`src/rtl/keypad_pkg.sv`:
```
`default_nettype none
// ============================================================================
// Module   : keypad_pkg
// Purpose  : Shared key codes, FSM state encoding and display constants for
//            the keypad entry unit and its BCD-to-binary converter.
// Revision : 1.0 - initial release
// ============================================================================
package keypad_pkg;

  localparam logic [3:0] KEY_SIGN     = 4'hA;
  localparam logic [3:0] KEY_BS       = 4'hB;
  localparam logic [3:0] KEY_CLR      = 4'hC;
  localparam logic [3:0] KEY_ENTER    = 4'hD;
  localparam logic [3:0] BLANK_NIBBLE = 4'hF;

  typedef enum logic [1:0] {
    ST_ENTRY   = 2'd0,
    ST_CONVERT = 2'd1,
    ST_HOLD    = 2'd2
  } entry_state_t;

endpackage
`default_nettype wire

```
`src/rtl/keypad_entry_unit_bcd_serial_to_bin.sv`:
```
`default_nettype none
// ============================================================================
// Module   : bcd_serial_to_bin
// Purpose  : Serial BCD-to-binary accumulator (acc <- acc*10 + digit) with
//            sticky overflow against the signed limit and saturated
//            two's-complement result.
// Ports    : clk_i, rst_ni      clock / async active-low reset
//            start_i            clear accumulator and overflow
//            step_i             fold digit_i into the accumulator
//            digit_i[3:0]       BCD digit
//            neg_i              selects negative limit and negates result
//            result_o[WIDTH-1:0] saturated two's-complement value
//            ovf_o              sticky overflow
// Revision : 1.0 - initial release
// ============================================================================
module bcd_serial_to_bin
  import keypad_pkg::*;
#(
  parameter int WIDTH = 32
) (
  input  logic             clk_i,
  input  logic             rst_ni,
  input  logic             start_i,
  input  logic             step_i,
  input  logic [3:0]       digit_i,
  input  logic             neg_i,
  output logic [WIDTH-1:0] result_o,
  output logic             ovf_o
);

  // Extra headroom so acc*10+9 never wraps before the limit compare.
  localparam int EW = WIDTH + 5;
  localparam logic [WIDTH-1:0] c_pos_max = {1'b0, {(WIDTH-1){1'b1}}};
  localparam logic [WIDTH-1:0] c_neg_min = {1'b1, {(WIDTH-1){1'b0}}};

  logic [WIDTH:0]   acc_q, acc_d;
  logic             ovf_q, ovf_d;
  logic [EW-1:0]    prod, limit;
  logic [WIDTH-1:0] acc_w;

  always_comb begin
    limit = neg_i ? (EW'(1) << (WIDTH-1)) : ((EW'(1) << (WIDTH-1)) - EW'(1));
    prod  = (EW'(acc_q) * EW'(10)) + EW'(digit_i);
    acc_d = acc_q;
    ovf_d = ovf_q;
    if (start_i) begin
      acc_d = '0;
      ovf_d = 1'b0;
    end else if (step_i && !ovf_q) begin
      // Once over the limit the accumulator freezes; only ovf matters.
      if (prod > limit) ovf_d = 1'b1;
      else              acc_d = prod[WIDTH:0];
    end
  end

  always_ff @(posedge clk_i or negedge rst_ni) begin
    if (!rst_ni) begin
      acc_q <= '0;
      ovf_q <= 1'b0;
    end else begin
      acc_q <= acc_d;
      ovf_q <= ovf_d;
    end
  end

  // acc never exceeds 2^(WIDTH-1) unflagged, so the low WIDTH bits carry it.
  assign acc_w    = acc_q[WIDTH-1:0];
  assign result_o = ovf_q ? (neg_i ? c_neg_min : c_pos_max)
                          : (neg_i ? (-acc_w) : acc_w);
  assign ovf_o    = ovf_q;

endmodule
`default_nettype wire

```
`src/rtl/keypad_entry_unit.sv`:
```
`default_nettype none
// ============================================================================
// Module   : keypad_entry_unit
// Purpose  : Builds a signed decimal operand from keypad events (digits,
//            sign toggle, backspace, clear) and on enter converts it to a
//            saturated WIDTH-bit two's-complement value, held until accepted.
// Ports    : clk_i, rst_ni            clock / async active-low reset
//            key_valid_i, key_code_i  key strobe and code
//            out_ready_i              consumer accepts result
//            bcd_disp_o               entered digits, LSD in nibble 0, 0xF blank
//            digit_count_o            digits entered
//            neg_o                    entry sign
//            busy_o                   converting or holding; keys dropped
//            out_valid_o, out_value_o, out_ovf_o   result handshake
// Revision : 1.0 - initial release
// ============================================================================
module keypad_entry_unit
  import keypad_pkg::*;
#(
  parameter int DIGITS = 11,
  parameter int WIDTH  = 32
) (
  input  logic                         clk_i,
  input  logic                         rst_ni,
  input  logic                         key_valid_i,
  input  logic [3:0]                   key_code_i,
  input  logic                         out_ready_i,
  output logic [4*DIGITS-1:0]          bcd_disp_o,
  output logic [$clog2(DIGITS+1)-1:0]  digit_count_o,
  output logic                         neg_o,
  output logic                         busy_o,
  output logic                         out_valid_o,
  output logic [WIDTH-1:0]             out_value_o,
  output logic                         out_ovf_o
);

  localparam int CW = $clog2(DIGITS+1);
  localparam logic [CW-1:0] c_max_count = CW'(DIGITS);

  entry_state_t            state_q, state_d;
  logic [4*DIGITS-1:0]     disp_q, disp_d;
  logic [CW-1:0]           count_q, count_d;
  logic                    neg_q, neg_d;
  logic [CW-1:0]           idx_q, idx_d;
  logic [WIDTH-1:0]        out_value_q, out_value_d;
  logic                    out_ovf_q, out_ovf_d;

  logic [CW-1:0]           idx_m1;
  logic [3:0]              nibble, digit;
  logic                    conv_start, conv_step, conv_ovf;
  logic [WIDTH-1:0]        conv_result;

  // Digit currently being folded in, most significant entered digit first.
  always_comb begin
    idx_m1 = idx_q - CW'(1);
    nibble = BLANK_NIBBLE;
    for (int i = 0; i < DIGITS; i++) begin
      if (idx_m1 == CW'(i)) nibble = disp_q[4*i +: 4];
    end
    // An empty entry converts its blank nibble 0 as a zero digit.
    digit = (nibble > 4'd9) ? 4'd0 : nibble;
  end

  always_comb begin
    state_d     = state_q;
    disp_d      = disp_q;
    count_d     = count_q;
    neg_d       = neg_q;
    idx_d       = idx_q;
    out_value_d = out_value_q;
    out_ovf_d   = out_ovf_q;
    conv_start  = 1'b0;
    conv_step   = 1'b0;
    case (state_q)
      ST_ENTRY: begin
        if (key_valid_i) begin
          if (key_code_i <= 4'd9) begin
            if (count_q < c_max_count) begin
              disp_d  = {disp_q[4*DIGITS-5:0], key_code_i};
              count_d = count_q + CW'(1);
            end
          end else begin
            case (key_code_i)
              KEY_SIGN: neg_d = ~neg_q;
              KEY_BS: begin
                if (count_q != '0) begin
                  disp_d  = {BLANK_NIBBLE, disp_q[4*DIGITS-1:4]};
                  count_d = count_q - CW'(1);
                end
              end
              KEY_CLR: begin
                disp_d  = {DIGITS{BLANK_NIBBLE}};
                count_d = '0;
                neg_d   = 1'b0;
              end
              KEY_ENTER: begin
                // An empty entry still spends one conversion step.
                idx_d      = (count_q == '0) ? CW'(1) : count_q;
                conv_start = 1'b1;
                state_d    = ST_CONVERT;
              end
              default: ;
            endcase
          end
        end
      end
      ST_CONVERT: begin
        if (idx_q != '0) begin
          conv_step = 1'b1;
          idx_d     = idx_m1;
        end else begin
          out_value_d = conv_result;
          out_ovf_d   = conv_ovf;
          state_d     = ST_HOLD;
        end
      end
      ST_HOLD: begin
        if (out_ready_i) begin
          disp_d  = {DIGITS{BLANK_NIBBLE}};
          count_d = '0;
          neg_d   = 1'b0;
          state_d = ST_ENTRY;
        end
      end
      default: state_d = ST_ENTRY;
    endcase
  end

  always_ff @(posedge clk_i or negedge rst_ni) begin
    if (!rst_ni) begin
      state_q     <= ST_ENTRY;
      disp_q      <= {DIGITS{BLANK_NIBBLE}};
      count_q     <= '0;
      neg_q       <= 1'b0;
      idx_q       <= '0;
      out_value_q <= '0;
      out_ovf_q   <= 1'b0;
    end else begin
      state_q     <= state_d;
      disp_q      <= disp_d;
      count_q     <= count_d;
      neg_q       <= neg_d;
      idx_q       <= idx_d;
      out_value_q <= out_value_d;
      out_ovf_q   <= out_ovf_d;
    end
  end

  bcd_serial_to_bin #(
    .WIDTH (WIDTH)
  ) u_conv (
    .clk_i    (clk_i),
    .rst_ni   (rst_ni),
    .start_i  (conv_start),
    .step_i   (conv_step),
    .digit_i  (digit),
    .neg_i    (neg_q),
    .result_o (conv_result),
    .ovf_o    (conv_ovf)
  );

  assign bcd_disp_o    = disp_q;
  assign digit_count_o = count_q;
  assign neg_o         = neg_q;
  assign busy_o        = (state_q != ST_ENTRY);
  assign out_valid_o   = (state_q == ST_HOLD);
  assign out_value_o   = out_value_q;
  assign out_ovf_o     = out_ovf_q;

endmodule
`default_nettype wire

```
`config.mk`:
```
export PLATFORM = sky130hd
export DESIGN_NAME = keypad_entry_unit
export DESIGN_NICKNAME = d
export VERILOG_FILES = /design/src/rtl/keypad_pkg.sv /design/src/rtl/keypad_entry_unit_bcd_serial_to_bin.sv /design/src/rtl/keypad_entry_unit.sv
export SDC_FILE = /design/constraint.sdc
export NUM_CORES = 1
export LEC_CHECK = 0
export BUFFER_PORTS_ARGS = -buffer_cell sky130_fd_sc_hd__buf_2
export CORE_MARGIN = 2
export CORE_UTILIZATION = 35
export DETAILED_ROUTE_END_ITERATION = 10
export MAX_ROUTING_LAYER = met4
export PLACE_DENSITY = 0.61
export SYNTH_ARGS = -nofsm -noshare
export SYNTH_HDL_FRONTEND = slang
export SYNTH_HIERARCHICAL = 1
export SYNTH_SLANG_ARGS = --single-unit
export TNS_END_PERCENT = 20
```
`constraint.sdc`:
```
create_clock -name clk_i -period 5.96 [get_ports clk_i]
set_input_delay 1.49 -clock clk_i [delete_from_list [all_inputs] [get_ports clk_i]]
set_output_delay 1.49 -clock clk_i [all_outputs]
set_load 0.02 [all_outputs]
```
After elaboration in Yosys (flattened, before gate mapping)
Index checks and enable logic that the tools add are counted.
{"block": "word_totals", "register_bits": 122, "out_inout_bits": 84, "input_bits": 8, "elab_cells": 126}
{"block": "classes", "mul": 1, "n_eq_ne": 27, "muxes": 59, "reduce_logical": 19, "n_bitwise": 2, "magnitude_cmp": 4, "n_addsub": 5}
{"op": "2-to-1 mux 44 bit", "count": 5}
{"op": "case mux 44 bit (2 select lines)", "count": 2}
{"op": "2-to-1 mux 32 bit", "count": 4}
{"op": "2-to-1 mux 33 bit", "count": 3}
{"op": "2-to-1 mux 4 bit", "count": 22}
{"op": "adder 37 x 4 -> 37 bit", "count": 1}
{"op": "greater-than comparator 37 bit", "count": 1}
{"op": "multiplier 33 x 3 -> 36 bit, second input constant", "count": 1}
{"op": "negation 32 bit", "count": 1}
{"op": "equality test 4 bit, second input constant", "count": 7}
{"op": "case mux 4 bit (2 select lines)", "count": 3}
{"op": "equality test 4 x 3 -> 1 bit, second input constant", "count": 4}
{"op": "AND reduction 5 bit", "count": 3}
{"op": "2-to-1 mux 1 bit", "count": 12}
{"op": "!= test 2 bit, second input constant", "count": 6}
{"op": "2-to-1 mux 2 bit", "count": 5}
{"op": "nonzero test 2 bit", "count": 5}
{"op": "equality test 4 x 2 -> 1 bit, second input constant", "count": 2}
{"op": "zero test 4 bit", "count": 2}
{"op": "nonzero test 4 bit", "count": 2}
{"op": "subtractor 4 x 1 -> 4 bit, second input constant", "count": 2}
{"op": "case mux 2 bit (3 select lines)", "count": 1}
{"op": "AND reduction 2 bit", "count": 3}
{"op": "AND reduction 6 bit", "count": 1}
{"op": "17 further kinds", "count": 19}

Longest topological paths before layout
Gate-level depths: netlist of the first run.
{"block": "logic_depth", "word_depth": 20, "depth_mapped": 32, "ltp_nobuf": 29}

By module
Netlist of the first run, hierarchy kept.
{"module": "bcd_serial_to_bin", "area_each_um2": 6422.4, "instances": 1, "cells_each": 840}
{"module": "keypad_entry_unit", "area_each_um2": 4895.9, "instances": 1, "cells_each": 483}

Least setup slack after synthesis of the first run
Ideal clock, no wire load.
{"block": "synth_path", "path_kind": "flip-flop to flip-flop", "startpoint": "register idx_q[1]", "endpoint": "register u_conv.acc_q[25]", "t_required_ns": 5.840, "arrival_time_ns": 6.146, "setup_time_ns": 0.120, "stages_incl_launch_ff": 28, "slack_ns": -0.306, "cell_sequence": "dfrtp_1 inv_1 ha_1 or3b_1 buf_2 o21ai_1 a31oi_1 or4_1 and4_1 ha_1 a21oi_1 nor4b_1 nand4_1 nor3_1 nand4_1 nand2b_1 xnor2_1 ha_1 a21o_1 a21o_1 a21oi_1 o21ai_0 o311ai_0 o2111ai_1 nor4b_1 mux2i_2 o311a_1 a31o_1"}
{"block": "synth_via", "elab_chain_cells": 19}
{"item": "start, declared", "line": "keypad_entry_unit.sv:44", "source": "logic [CW-1:0] idx_q, idx_d;"}
{"item": "start signal, assigned", "line": "keypad_entry_unit.sv:143", "source": "idx_q <= idx_d;"}
{"item": "subtractor 4 x 1 -> 4 bit (*)", "line": "keypad_entry_unit.sv:55", "source": "idx_m1 = idx_q - CW'(1);"}
{"item": "zero test 4 bit", "line": "keypad_entry_unit.sv:58", "source": "if (idx_m1 == CW'(i)) nibble = disp_q[4*i +: 4];"}
{"item": "2-to-1 mux 4 bit (10 in series)", "line": "keypad_entry_unit.sv:58"}
{"item": "2-to-1 mux 4 bit (*)", "line": "keypad_entry_unit.sv:58"}
{"item": "greater-than comparator 4 bit", "line": "keypad_entry_unit.sv:61", "source": "digit = (nibble > 4'd9) ? 4'd0 : nibble;"}
{"item": "2-to-1 mux 4 bit (*)", "line": "keypad_entry_unit.sv:61"}
{"item": "net digit[3]", "line": "keypad_entry_unit.sv:49", "source": "logic [3:0] nibble, digit;"}
{"item": "adder 37 x 4 -> 37 bit (*)", "line": "keypad_entry_unit_bcd_serial_to_bin.sv:43", "source": "prod = (EW'(acc_q) * EW'(10)) + EW'(digit_i);"}
{"item": "greater-than comparator 37 bit or 2-to-1 mux 33 bit (tied branches)", "line": "keypad_entry_unit_bcd_serial_to_bin.sv:51", "source": "if (prod > limit) ovf_d = 1'b1;"}
{"item": "!= test 2 bit (no source line) or 2-to-1 mux 33 bit (tied branches)"}
{"item": "AND reduction 2 bit (no source line) or 2-to-1 mux 33 bit (tied branches)"}
{"item": "end signal, assigned", "line": "keypad_entry_unit_bcd_serial_to_bin.sv:58", "source": "acc_q <= '0;"}
{"item": "end signal, assigned", "line": "keypad_entry_unit_bcd_serial_to_bin.sv:61", "source": "acc_q <= acc_d;"}
{"item": "end, declared", "line": "keypad_entry_unit_bcd_serial_to_bin.sv:36", "source": "logic [WIDTH:0] acc_q, acc_d;"}
Mark *: on every way through the listed nets, which the timed path passes. The rest lies on a longest branch. The select of a mux whose other input is x is not followed.
A chain may end at the register's enable or synchronous reset.

Final worst setup path of the first run
{"block": "layout_path", "startpoint": "register idx_q[0]", "endpoint": "register u_conv.acc_q[25]"}
The elaborated chain is that of the path after synthesis.

==> summary.md, run 1 <==
| Metric | Value |
|---|---|
| Largest incremental delay on the critical path | `around 470 ps` |
| Detailed placer's ending HPWL | `26800 um` |
| Critical R2R Launch | `idx_q[0]` |
| DP Area | `roughly 13000 um2` |
| Bufs and invs on worst path | `2` |
| Hold path endpoint | `out_value_o[5]` |
| CTS tree | `yes` |
| Maximum vdd ir drop | `between 0.3 and 0.4 mV` |
| Min-Delay Path Class | `reg2reg` |
| RD Place Congestion | `around 0.9` |
| Average wire length per cell after detail routing | `between 15 and 20 um` |
| Classification of the worst setup path | `reg2reg` |
| Antenna violations before repair | `0` |
| Number of inserted filler cells in the final layout | `roughly 3200` |
| Register-to-Register Setup Slack | `-380 ps` |
| Final hold slack | `about 500 ps` |
| Static leakage | `between 6 and 7 nW` |
| Result of the run | `finished with violations` |
| Final period utilization | `106%` |
| Critical Path AT | `6660 ps` |
| Most used cells in the layout excluding fill and tap cells | `sky130_fd_sc_hd__buf_4 (138), sky130_fd_sc_hd__ha_1 (98), sky130_fd_sc_hd__nor2_1 (94)` |
| Flops & latches, synth | `approximately 120` |
| Cell class contributing the biggest share of worst-path delay | `compound AO/OA/AOI/OAI gates` |
| End of the worst register-to-register path | `u_conv/acc_q[25]` |
| Number of primary I/O pins | `92` |
| Post-Synthesis Cells | `~1300` |
| Post-CTS Hold Buffers | `0` |
| Worst clock skew on the final layout | `about 6.3 ps` |
| Clk buf depth | `2` |
| Library cells used by synthesis | `94` |
| Kind of launch point of the worst setup path | `flip-flop` |
| Antenna diodes | `0` |
| Proportion of total power due to net switching | `about 50%` |
| Final Power | `9.48 mW` |
| Post-CTS clock slew at the launch and capture registers of the worst setup and hold paths | `around 60 ps` |
| Max capacitance violation total | `0` |
| Total via count in the routed design | `11274` |
| Min Tclk post-route | `6340 ps` |
| First DRT Iteration DRCs | `approximately 1100` |
| Nature of the critical path endpoint | `flip-flop` |
| Ratio of total power to cell area | `just under 700 nW/um2` |
| Mean post-synth cell area | `between 8 and 9 um2` |
| Overall die area | `33800 um2` |
| Number of nets in the synthesized netlist | `about 1400` |
| RSZ-0062 raised after global routing | `true` |
| Horizontal extent of the die | `around 180 um` |
| Headroom to the max-slew limit | `15.7%` |
| Master cell of the clock root buffer | `sky130_fd_sc_hd__clkbuf_16` |
| Total CTS buffers | `17` |
| Area Growth Syn to Fin | `23.8%` |
| Starting density of the core | `between 30 and 40%` |
| Wire length after detailed routing | `roughly 36000 um` |
| Main flop type after synthesis | `sky130_fd_sc_hd__dfrtp_1` |
| Switching power | `about 4.7 mW` |
| Count of final hold-check violations | `0` |
| Number of enable flip-flop cells after synthesis | `0` |
| Share of flip-flops with an asynchronous set or reset after synthesis | `100%` |
| CP Depth | `29` |
| Slew of the pin with the lowest slew margin | `roughly 1300 ps` |
| Number of H-tree levels | `4` |
| Combinational cell fraction of total power | `between 70% and 80%` |
| Count of nets left with antenna violations after detail routing | `0` |
| All-Layer GR Usage | `between 20% and 30%` |
| Yosys warnings | `6` |
| DRC violation count after routing | `0` |
| Placed cells | `1861` |
| Slew Viols, Final | `0` |
| Final worst-path setup slack | `-385 ps` |
| Clock sinks | `122` |
| Max Clock Freq | `158 MHz` |
| Biggest fanout along the worst timing path | `5` |
| Final cell count without fillers | `between 1500 and 2000` |
| Launching instance or port of the critical path | `idx_q[0]` |
| Final std cell area, no fill | `14000 um2` |
| Mapped cell area | `approximately 11000 um2` |
| Most frequent standard cell in the layout excluding fill and tap cells | `sky130_fd_sc_hd__buf_4` |
| Wire length of the first global-routing pass | `slightly below 60000 um` |
| Finish-stage setup viols | `33` |
| Violated checks | `negative setup slack` |
| Worst path slowest cell | `sky130_fd_sc_hd__or4_4` |
| Routed via count divided by cell count | `approximately 5.9` |
| Vias in the first global route | `roughly 11000` |
| DIE HEIGHT | `around 180 um` |
| Data required time of the critical path | `6280 ps` |
| Internal portion of total power | `4.76 mW` |
| Router iterations before antenna repair | `6` |
| Startpoint of the tightest hold check path | `out_value_o[5]` |
| Sequential cell area fraction in the yosys report | `roughly 27%` |
| # nets final | `between 1500 and 2000` |
| Clock Latency Late Sink | `between 400 and 500 ps` |
| Cell Rows | `65` |
| Pin count of the biggest net entering global routing | `57` |
| Power share of the sequential group | `18.4%` |
| Total congestion overflow after global routing | `0` |
| Length in cells of the worst reg-to-reg path | `29` |
| Core area | `between 30000 and 40000 um2` |
| Hold-critical path depth | `1` |
| Number of buffers inserted by port buffering | `91` |
| Layout cells sized above 1 | `30.6%` |
| Fraction of power consumed by the clock network | `a little over a tenth` |
[state kept, by name (all words and copies together), names as in the netlist]
| register | cells |
|---|---|
| bcd_disp_o | 44 |
| u_conv/acc_q | 33 |
| out_value_o | 32 |
| digit_count_o | 4 |
| idx_q | 4 |
| state_q | 2 |
| neg_o | 1 |
| out_ovf_o | 1 |
| u_conv/ovf_o | 1 |
[layout make-up]
cell class              instances  area [um2]  area share (%)
flip-flops and latches        122        3110            22.2
clock inverters                14         124           0.884
repair buffers                239        1620            11.6
clock buffers                  18         439            3.13
multi-input cells            1075        8060            57.5
well taps                     402         503            3.59
inverters                      41         156            1.12
[metal layers]
| metal | part of all wire, % | global-route usage (%) | up-vias |
|---|---|---|---|
| li1 | - | - | 5415 |
| met1 | 46 | 30.4 | 5441 |
| met2 | 46 | 34.2 | 360 |
| met3 | 5.3 | 3.70 | 58 |
| met4 | 2.2 | 6.21 | 0 |
| met5 | 0 | - | - |
[power groups by stage]
| stage | Combinational (mW) | Clock, mW | Sequential, mW |
|---|---|---|---|
| 2_1_floorplan | 3.90 | 0 | 1.88 |
| 3_3_place_gp | 6.12 | 0 | 1.73 |
| 3_5_place_dp | 6.21 | 0 | 1.74 |
| 4_1_cts | 6.60 | 1.00 | 1.74 |
| 5_1_grt | 7.39 | 1.04 | 1.80 |
| 6_report | 6.75 | 0.988 | 1.74 |
[Yosys cell counts (30+ instances only)]
| master | instances | area (um2) |
|---|---|---|
| sky130_fd_sc_hd__ha_1 | 104 | 1300 |
| sky130_fd_sc_hd__nor2_1 | 100 | 375 |
| sky130_fd_sc_hd__nand2_1 | 81 | 304 |
| sky130_fd_sc_hd__o21ai_0 | 79 | 395 |
| sky130_fd_sc_hd__dfrtp_1 | 78 | 1950 |
| sky130_fd_sc_hd__a21oi_1 | 71 | 355 |
| sky130_fd_sc_hd__nor3_1 | 50 | 250 |
| sky130_fd_sc_hd__dfstp_2 | 44 | 1160 |
| sky130_fd_sc_hd__mux2_2 | 42 | 473 |
| sky130_fd_sc_hd__inv_1 | 40 | 150 |
| sky130_fd_sc_hd__o22ai_1 | 40 | 250 |
| sky130_fd_sc_hd__clkbuf_1 | 39 | 146 |
| sky130_fd_sc_hd__o31ai_1 | 39 | 293 |
| sky130_fd_sc_hd__buf_2 | 35 | 175 |
| sky130_fd_sc_hd__nor4_1 | 34 | 213 |
| sky130_fd_sc_hd__xor2_1 | 30 | 263 |
[how the worst max path moves through the flow]
| stage | end | slack (ps) |
|---|---|---|
| 2_1_floorplan | u_conv/acc_q[25] | 10 |
| 3_3_place_gp | u_conv/acc_q[25] | -440 |
| 3_5_place_dp | u_conv/acc_q[3] | -700 |
| 4_1_cts | u_conv/acc_q[25] | -220 |
| 5_1_grt | u_conv/acc_q[25] | -750 |
| 6_report | u_conv/acc_q[25] | -380 |
[timing repair]
action | in CTS | in global routing
cloned | 1 | 0
pin swaps | 31 | 7
endpoints found under the setup margin | 33 | 33
resized for setup | 64 | 6
setup buffers | 17 | 0
[cells by family after synthesis]
logic type	after synthesis	share of synthesized area (%)
AO/OA/AOI/OAI	428	25.5
XOR/XNOR	57	4.41
adder cells (fa/ha/maj)	106	11.9
buffers and inverters	126	5.10
flip-flops	122	27.5
multiplexers	60	5.80
AND/OR/NAND/NOR	424	19.9
[per-stage QoR]
step / setup TNS [ps] / utilization (%) / setup WS (ps)
after detailed placement: -21130 / 40.9 / -695
final: -10270 / 44.2 / -385
after floorplan: 0 / - / 12.9
after global placement: -13150 / 40.9 / -437
after global routing: -22790 / 44.2 / -750
after CTS: -5090 / 44.1 / -217
No activity file was read; power rests on OpenSTA's default activity.
==> run 2, diff against run 1 <==
CAP_MARGIN = 15   (was default)
PLACE_DENSITY = default   (was 0.61)
PLACE_DENSITY_LB_ADDON = 0.25   (was default)
==> run 2 against run 1 <==
The run still ends with negative setup slack left. Sequential power shrank 2%. Fmax down 0.40%. Sequential cell count is the same. Largest cell class unchanged. Routed wire length up 1.0%. Critical path depth up 6. Non-clock buffer count grew 21. Clock skew grew 7.6 ps. Count of clock-buffer cells in the layout down 1. Critical endpoint is now u_conv/acc_q[21]. Die area unchanged. Utilization increased by 0.95 points. Cell area rose by 2.2%.
==> summary.md, run 2 (same netlist as run 1, synthesis figures left out) <==
| Metric | Value |
|---|---|
| Result of the run | `finished with violations` |
| Violated checks | `negative setup slack` |
| Sequential cell area | `slightly above 3000 um2` |
| RD Place Congestion | `0.934` |
| Min-Delay Path Class | `reg2reg` |
| End of the worst register-to-register path | `u_conv/acc_q[21]` |
| Clk buf depth | `2` |
| Final Power | `about 10 mW` |
| Final worst-path setup slack | `-410 ps` |
| Router iterations before antenna repair | `5` |
| Worst path slowest cell | `sky130_fd_sc_hd__dfrtp_2` |
| Length in cells of the worst reg-to-reg path | `35` |
| Vias in the first global route | `10972` |
| Classification of the worst setup path | `reg2reg` |
| Wire length of the first global-routing pass | `59600 um` |
| Total CTS buffers | `17` |
| Detailed placer's ending HPWL | `around 28000 um` |
| Area Growth Syn to Fin | `26.5%` |
| Biggest fanout along the worst timing path | `8` |
| # nets final | `1631` |
| All-Layer GR Usage | `a little under a quarter` |
| Register-to-Register Setup Slack | `-410 ps` |
| Largest incremental delay on the critical path | `around 430 ps` |
| Number of buffers inserted by port buffering | `91` |
| Slew of the pin with the lowest slew margin | `approximately 1300 ps` |
| Max Clock Freq | `about 160 MHz` |
| Total congestion overflow after global routing | `0` |
| Cell Rows | `65` |
| Critical R2R Launch | `idx_q[1]` |
| Most used cells in the layout excluding fill and tap cells | `sky130_fd_sc_hd__buf_4 (158), sky130_fd_sc_hd__ha_1 (98), sky130_fd_sc_hd__nor2_1 (94)` |
| Clock Latency Late Sink | `roughly 430 ps` |
| Crit path top cell by count | `sky130_fd_sc_hd__a21o_1` |
| Antenna diodes | `0` |
| DRC violation count after routing | `0` |
| Most frequent standard cell in the layout excluding fill and tap cells | `sky130_fd_sc_hd__buf_4` |
| Average wire length per cell after detail routing | `about 19 um` |
| Master cell of the clock root buffer | `sky130_fd_sc_hd__clkbuf_16` |
| Kind of launch point of the worst setup path | `flip-flop` |
| Static leakage | `between 6 and 7 nW` |
| Headroom to the max-slew limit | `roughly 12%` |
| Final period utilization | `107%` |
| Horizontal extent of the die | `about 180 um` |
| Worst clock skew on the final layout | `about 14 ps` |
| DP Worst Slack | `-602 ps` |
| Number of H-tree levels | `4` |
| Multi-input combinational cell area | `8140 um2` |
| Post-CTS Hold Buffers | `0` |
| Hold-critical path depth | `1` |
| Data required time of the critical path | `6260 ps` |
| RSZ-0062 raised after global routing | `true` |
| First DRT Iteration DRCs | `approximately 800` |
| Antenna violations before repair | `0` |
| Overall die area | `33800 um2` |
| Core area | `about 32000 um2` |
| Count of final hold-check violations | `0` |
| CTS tree | `yes` |
| Slew Viols, Final | `0` |
| Startpoint of the tightest hold check path | `out_value_o[26]` |
| Count of nets left with antenna violations after detail routing | `0` |
| Number of inserted filler cells in the final layout | `3078` |
| Clock sinks | `about 120` |
| Post-CTS clock slew at the launch and capture registers of the worst setup and hold paths | `about 60 ps` |
| Maximum vdd ir drop | `0.256 mV` |
| Hold path endpoint | `out_value_o[26]` |
| Number of primary I/O pins | `slightly above 90` |
| Wire length after detailed routing | `36700 um` |
| Nature of the critical path endpoint | `flip-flop` |
| Layout cells sized above 1 | `31.9%` |
| Starting density of the core | `roughly 36%` |
| DIE HEIGHT | `between 150 and 200 um` |
| Critical Path AT | `6670 ps` |
| Min Tclk post-route | `around 6400 ps` |
| Total via count in the routed design | `11227` |
| Final hold slack | `around 500 ps` |
| Ratio of total power to cell area | `~690 nW/um2` |
| Routed via count divided by cell count | `between 5 and 6` |
| Number of flip-flops in the largest register | `44` |
| Max capacitance violation total | `0` |
| Finish-stage setup viols | `33` |
| Pin count of the biggest net entering global routing | `between 50 and 60` |
-- run 2: cell count changes in the layout (fill, tap and decap cells not counted), moves of 3 or more --
cell and delta:
sky130_fd_sc_hd__buf_4 +20, sky130_fd_sc_hd__clkinv_2 -4, sky130_fd_sc_hd__a21oi_2 +3, sky130_fd_sc_hd__inv_6 +3
-- run 2: repair_timing --
item | in CTS | in global routing
cloned | 2 | 1
gates resized for setup | 36 | 41
buffers inserted | 9 | 6
pin swaps | 20 | 37
endpoints found under the setup margin | 33 | 33
-- run 2: metal layers --
metal	track usage [%]	vias to the layer above	part of all wire, %
li1	-	5432	-
met1	30.6	5516	48
met2	36.1	241	48
met3	2.42	38	3.3
met4	5.28	0	1.5
met5	-	-	0
-- run 2: per-stage QoR --
step                instances  util (%)  TNS, ps  area [um2]
floorplan                1323         -        0       11400
global placement         1882      41.4   -10590       13100
detailed placement       1882      41.4   -17550       13100
CTS                      1925      44.2    -8590       14000
global route             1932      45.1   -21570       14300
finish                   1932      45.1    -9980       14300
-- run 2: where the power goes --
part	internal, mW	switching (mW)
Sequential	1.26	0.446
Combinational	3.16	3.97
Clock	0.622	0.428
-- run 2: worst max-delay path by stage --
stage,from,to,depth (start not counted)
after CTS,idx_q[1],u_conv/acc_q[25],28
after floorplan,idx_q[0],u_conv/acc_q[25],31
after global placement,idx_q[1],u_conv/acc_q[25],29
after detailed placement,idx_q[0],u_conv/acc_q[25],30
final,idx_q[1],u_conv/acc_q[21],35
after global routing,idx_q[1],u_conv/acc_q[21],33
-- run 2: layout make-up --
type,count,share of cell area (%)
multi-input combinational,1075,56.9
clock inverter,15,1.14
clock buffer,17,2.97
sequential,122,21.7
timing repair buffer,260,12.7
inverter,41,1.08
tap,402,3.51
-- run 2: worst max-delay path, delay by kind of cell (launching register included) --
| family | cells | cell delay, ps |
|---|---|---|
| AND/OR/NAND/NOR | 10 | 2120 |
| AO/OA/AOI/OAI | 12 | 1590 |
| buffers and inverters | 8 | 1110 |
| adder cells (fa/ha/maj) | 3 | 690 |
| flip-flops | 1 | 430 |
| XOR/XNOR | 1 | 160 |
| multiplexers | 1 | 150 |
==> run 3, diff against run 2 <==
CORE_UTILIZATION = 46   (was 35)
clock period = 5.2 ns   (was 5.96 ns; I/O delays follow)
==> run 3 against run 2 <==
Critical path depth is 5 lower. Via count is 7.7% higher. Sequential share of layout area is 1.7 points lower. Count of clock-buffer cells in the layout is 5 higher. First-iteration DRC count is 19% higher. The run still ends with negative setup slack left. Combinational power is 30% higher. Hold slack worse by 2.4 ps. Largest power group unchanged. Clock skew is 2.7 ps lower. Sequential power is 11% higher. Utilization is 19 points higher.
==> summary.md, run 3 (same netlist as run 1, synthesis figures left out) <==
| Metric | Value |
|---|---|
| Slew Viols, Final | `0` |
| CP Depth | `30` |
| Starting density of the core | `a little under half` |
| Antenna diodes | `0` |
| Routed via count divided by cell count | `between 6 and 7` |
| Pin count of the biggest net entering global routing | `57` |
| Count of nets left with antenna violations after detail routing | `0` |
| Area Growth Syn to Fin | `37.0%` |
| Slew of the pin with the lowest slew margin | `~1200 ps` |
| Register-to-Register Setup Slack | `-1150 ps` |
| Critical Path AT | `6620 ps` |
| Wire length after detailed routing | `about 38000 um` |
| Core area | `24200 um2` |
| Static leakage | `7.30 nW` |
| # nets final | `approximately 1800` |
| Clock Latency Late Sink | `around 430 ps` |
| Sequential cell area | `slightly above 3000 um2` |
| Final worst-path setup slack | `-1150 ps` |
| Wire length of the first global-routing pass | `slightly below 60000 um` |
| Number of H-tree levels | `4` |
| Kind of launch point of the worst setup path | `flip-flop` |
| Overall die area | `between 20000 and 30000 um2` |
| Violated checks | `negative setup slack` |
| Cell class contributing the biggest share of worst-path delay | `simple AND/OR/NAND/NOR gates` |
| Total CTS buffers | `17` |
| Final std cell area, no fill | `between 15000 and 20000 um2` |
| Router iterations before antenna repair | `6` |
| Launching instance or port of the critical path | `idx_q[0]` |
| Total via count in the routed design | `roughly 12000` |
| Min Tclk post-route | `roughly 6400 ps` |
| Master cell of the clock root buffer | `sky130_fd_sc_hd__clkbuf_16` |
| Nature of the critical path endpoint | `flip-flop` |
| Headroom to the max-slew limit | `between 10% and 20%` |
| DIE HEIGHT | `roughly 160 um` |
| Number of flip-flops in the largest register | `44` |
| Vias in the first global route | `11551` |
| Classification of the worst setup path | `reg2reg` |
| Most used cells in the layout excluding fill and tap cells | `sky130_fd_sc_hd__buf_4 (308), sky130_fd_sc_hd__ha_1 (97), sky130_fd_sc_hd__nor2_1 (94)` |
| Data required time of the critical path | `~5500 ps` |
| Ratio of total power to cell area | `around 800 nW/um2` |
| Layout cells sized above 1 | `38.2%` |
| Critical R2R Launch | `idx_q[0]` |
| RSZ-0062 raised after global routing | `true` |
| DP Area | `between 10000 and 15000 um2` |
| Average wire length per cell after detail routing | `approximately 19 um` |
| All-Layer GR Usage | `between 20% and 30%` |
| Max Clock Freq | `~160 MHz` |
| Max capacitance violation total | `0` |
| Bufs and invs on worst path | `3` |
| Worst path slowest cell | `sky130_fd_sc_hd__dfrtp_2` |
| Worst clock skew on the final layout | `11.2 ps` |
| RD Place Congestion | `about 0.9` |
| First DRT Iteration DRCs | `approximately 950` |
| Crit path top cell by count | `sky130_fd_sc_hd__a21o_1` |
| Detailed placer's ending HPWL | `28700 um` |
| Multi-input combinational cell area | `roughly 8200 um2` |
| Count of final hold-check violations | `0` |
| Min-Delay Path Class | `reg2reg` |
| End of the worst register-to-register path | `u_conv/acc_q[7]` |
| Most frequent standard cell in the layout excluding fill and tap cells | `sky130_fd_sc_hd__buf_4` |
| Cell Rows | `57` |
| Finish-stage setup viols | `33` |
| Total congestion overflow after global routing | `0` |
| Clock sinks | `~120` |
| Final period utilization | `122%` |
| End point of the critical path | `u_conv/acc_q[7]` |
| DP Worst Slack | `-1190 ps` |
| CTS tree | `yes` |
| Clk buf depth | `2` |
| Largest incremental delay on the critical path | `between 400 and 500 ps` |
| Biggest fanout along the worst timing path | `7` |
| Length in cells of the worst reg-to-reg path | `30` |
| DRC violation count after routing | `0` |
| Number of inserted filler cells in the final layout | `2001` |
| Horizontal extent of the die | `between 150 and 200 um` |
| Number of buffers inserted by port buffering | `91` |
| Post-CTS clock slew at the launch and capture registers of the worst setup and hold paths | `60 ps` |
| Result of the run | `finished with violations` |
| Maximum vdd ir drop | `~0.34 mV` |
| Number of primary I/O pins | `92` |
| Antenna violations before repair | `0` |
-- run 3: area by class of cell --
class / instances / share of cell area (%)
Clock buffer: 22 / 3.34
Clock inverter: 10 / 0.654
Inverter: 41 / 1.01
Multi-Input combinational cell: 1075 / 53.1
Sequential cell: 122 / 20.1
Tap cell: 324 / 2.61
Timing Repair Buffer: 410 / 19.2
-- run 3: worst min path at each step --
stage	startpoint	to	slack, ps	cells after the start
finish	out_value_o[30]	out_value_o[30]	500	1
global route	out_value_o[18]	out_value_o[18]	520	1
CTS	out_value_o[30]	out_value_o[30]	500	1
detailed placement	out_value_o[15]	out_value_o[15]	490	1
global placement	out_value_o[17]	out_value_o[17]	490	1
floorplan	bcd_disp_o[42]	bcd_disp_o[42]	520	2
-- run 3: through the flow --
step / TNS [ps] / cells / power (mW) / utilization (%) / hold slack, ps
4_1_cts: -29260 / 1992 / 11.7 / 62.1 / 505
3_3_place_gp: -29430 / 1956 / 10.1 / 58.7 / 485
3_5_place_dp: -37110 / 1956 / 10.3 / 58.7 / 490
6_report: -35520 / 2004 / 12.4 / 63.9 / 499
5_1_grt: -47230 / 2004 / 13.3 / 63.9 / 520
2_1_floorplan: -19080 / 1323 / 6.66 / - / 524
-- run 3: layer usage --
metal,track usage [%],up-vias,wire [um]
met4,11.6,0,1450
li1,-,5765,-
met1,34.3,5860,15400
met5,-,-,0
met2,49.7,377,18900
met3,3.64,86,1830
-- run 3: repair_timing --
action | in CTS | in global routing
buffers inserted | 4 | 10
hold buffers | 0 | 0
pin swaps | 12 | 52
resized for setup | 28 | 51
gates cloned | 0 | 3
setup endpoints to repair | 33 | 33
-- run 3: where the power goes --
part | total (mW) | internal (mW) | switching [mW]
clock | 1.22 | 0.762 | 0.461
combinational | 9.29 | 4.40 | 4.88
sequential | 1.89 | 1.44 | 0.454
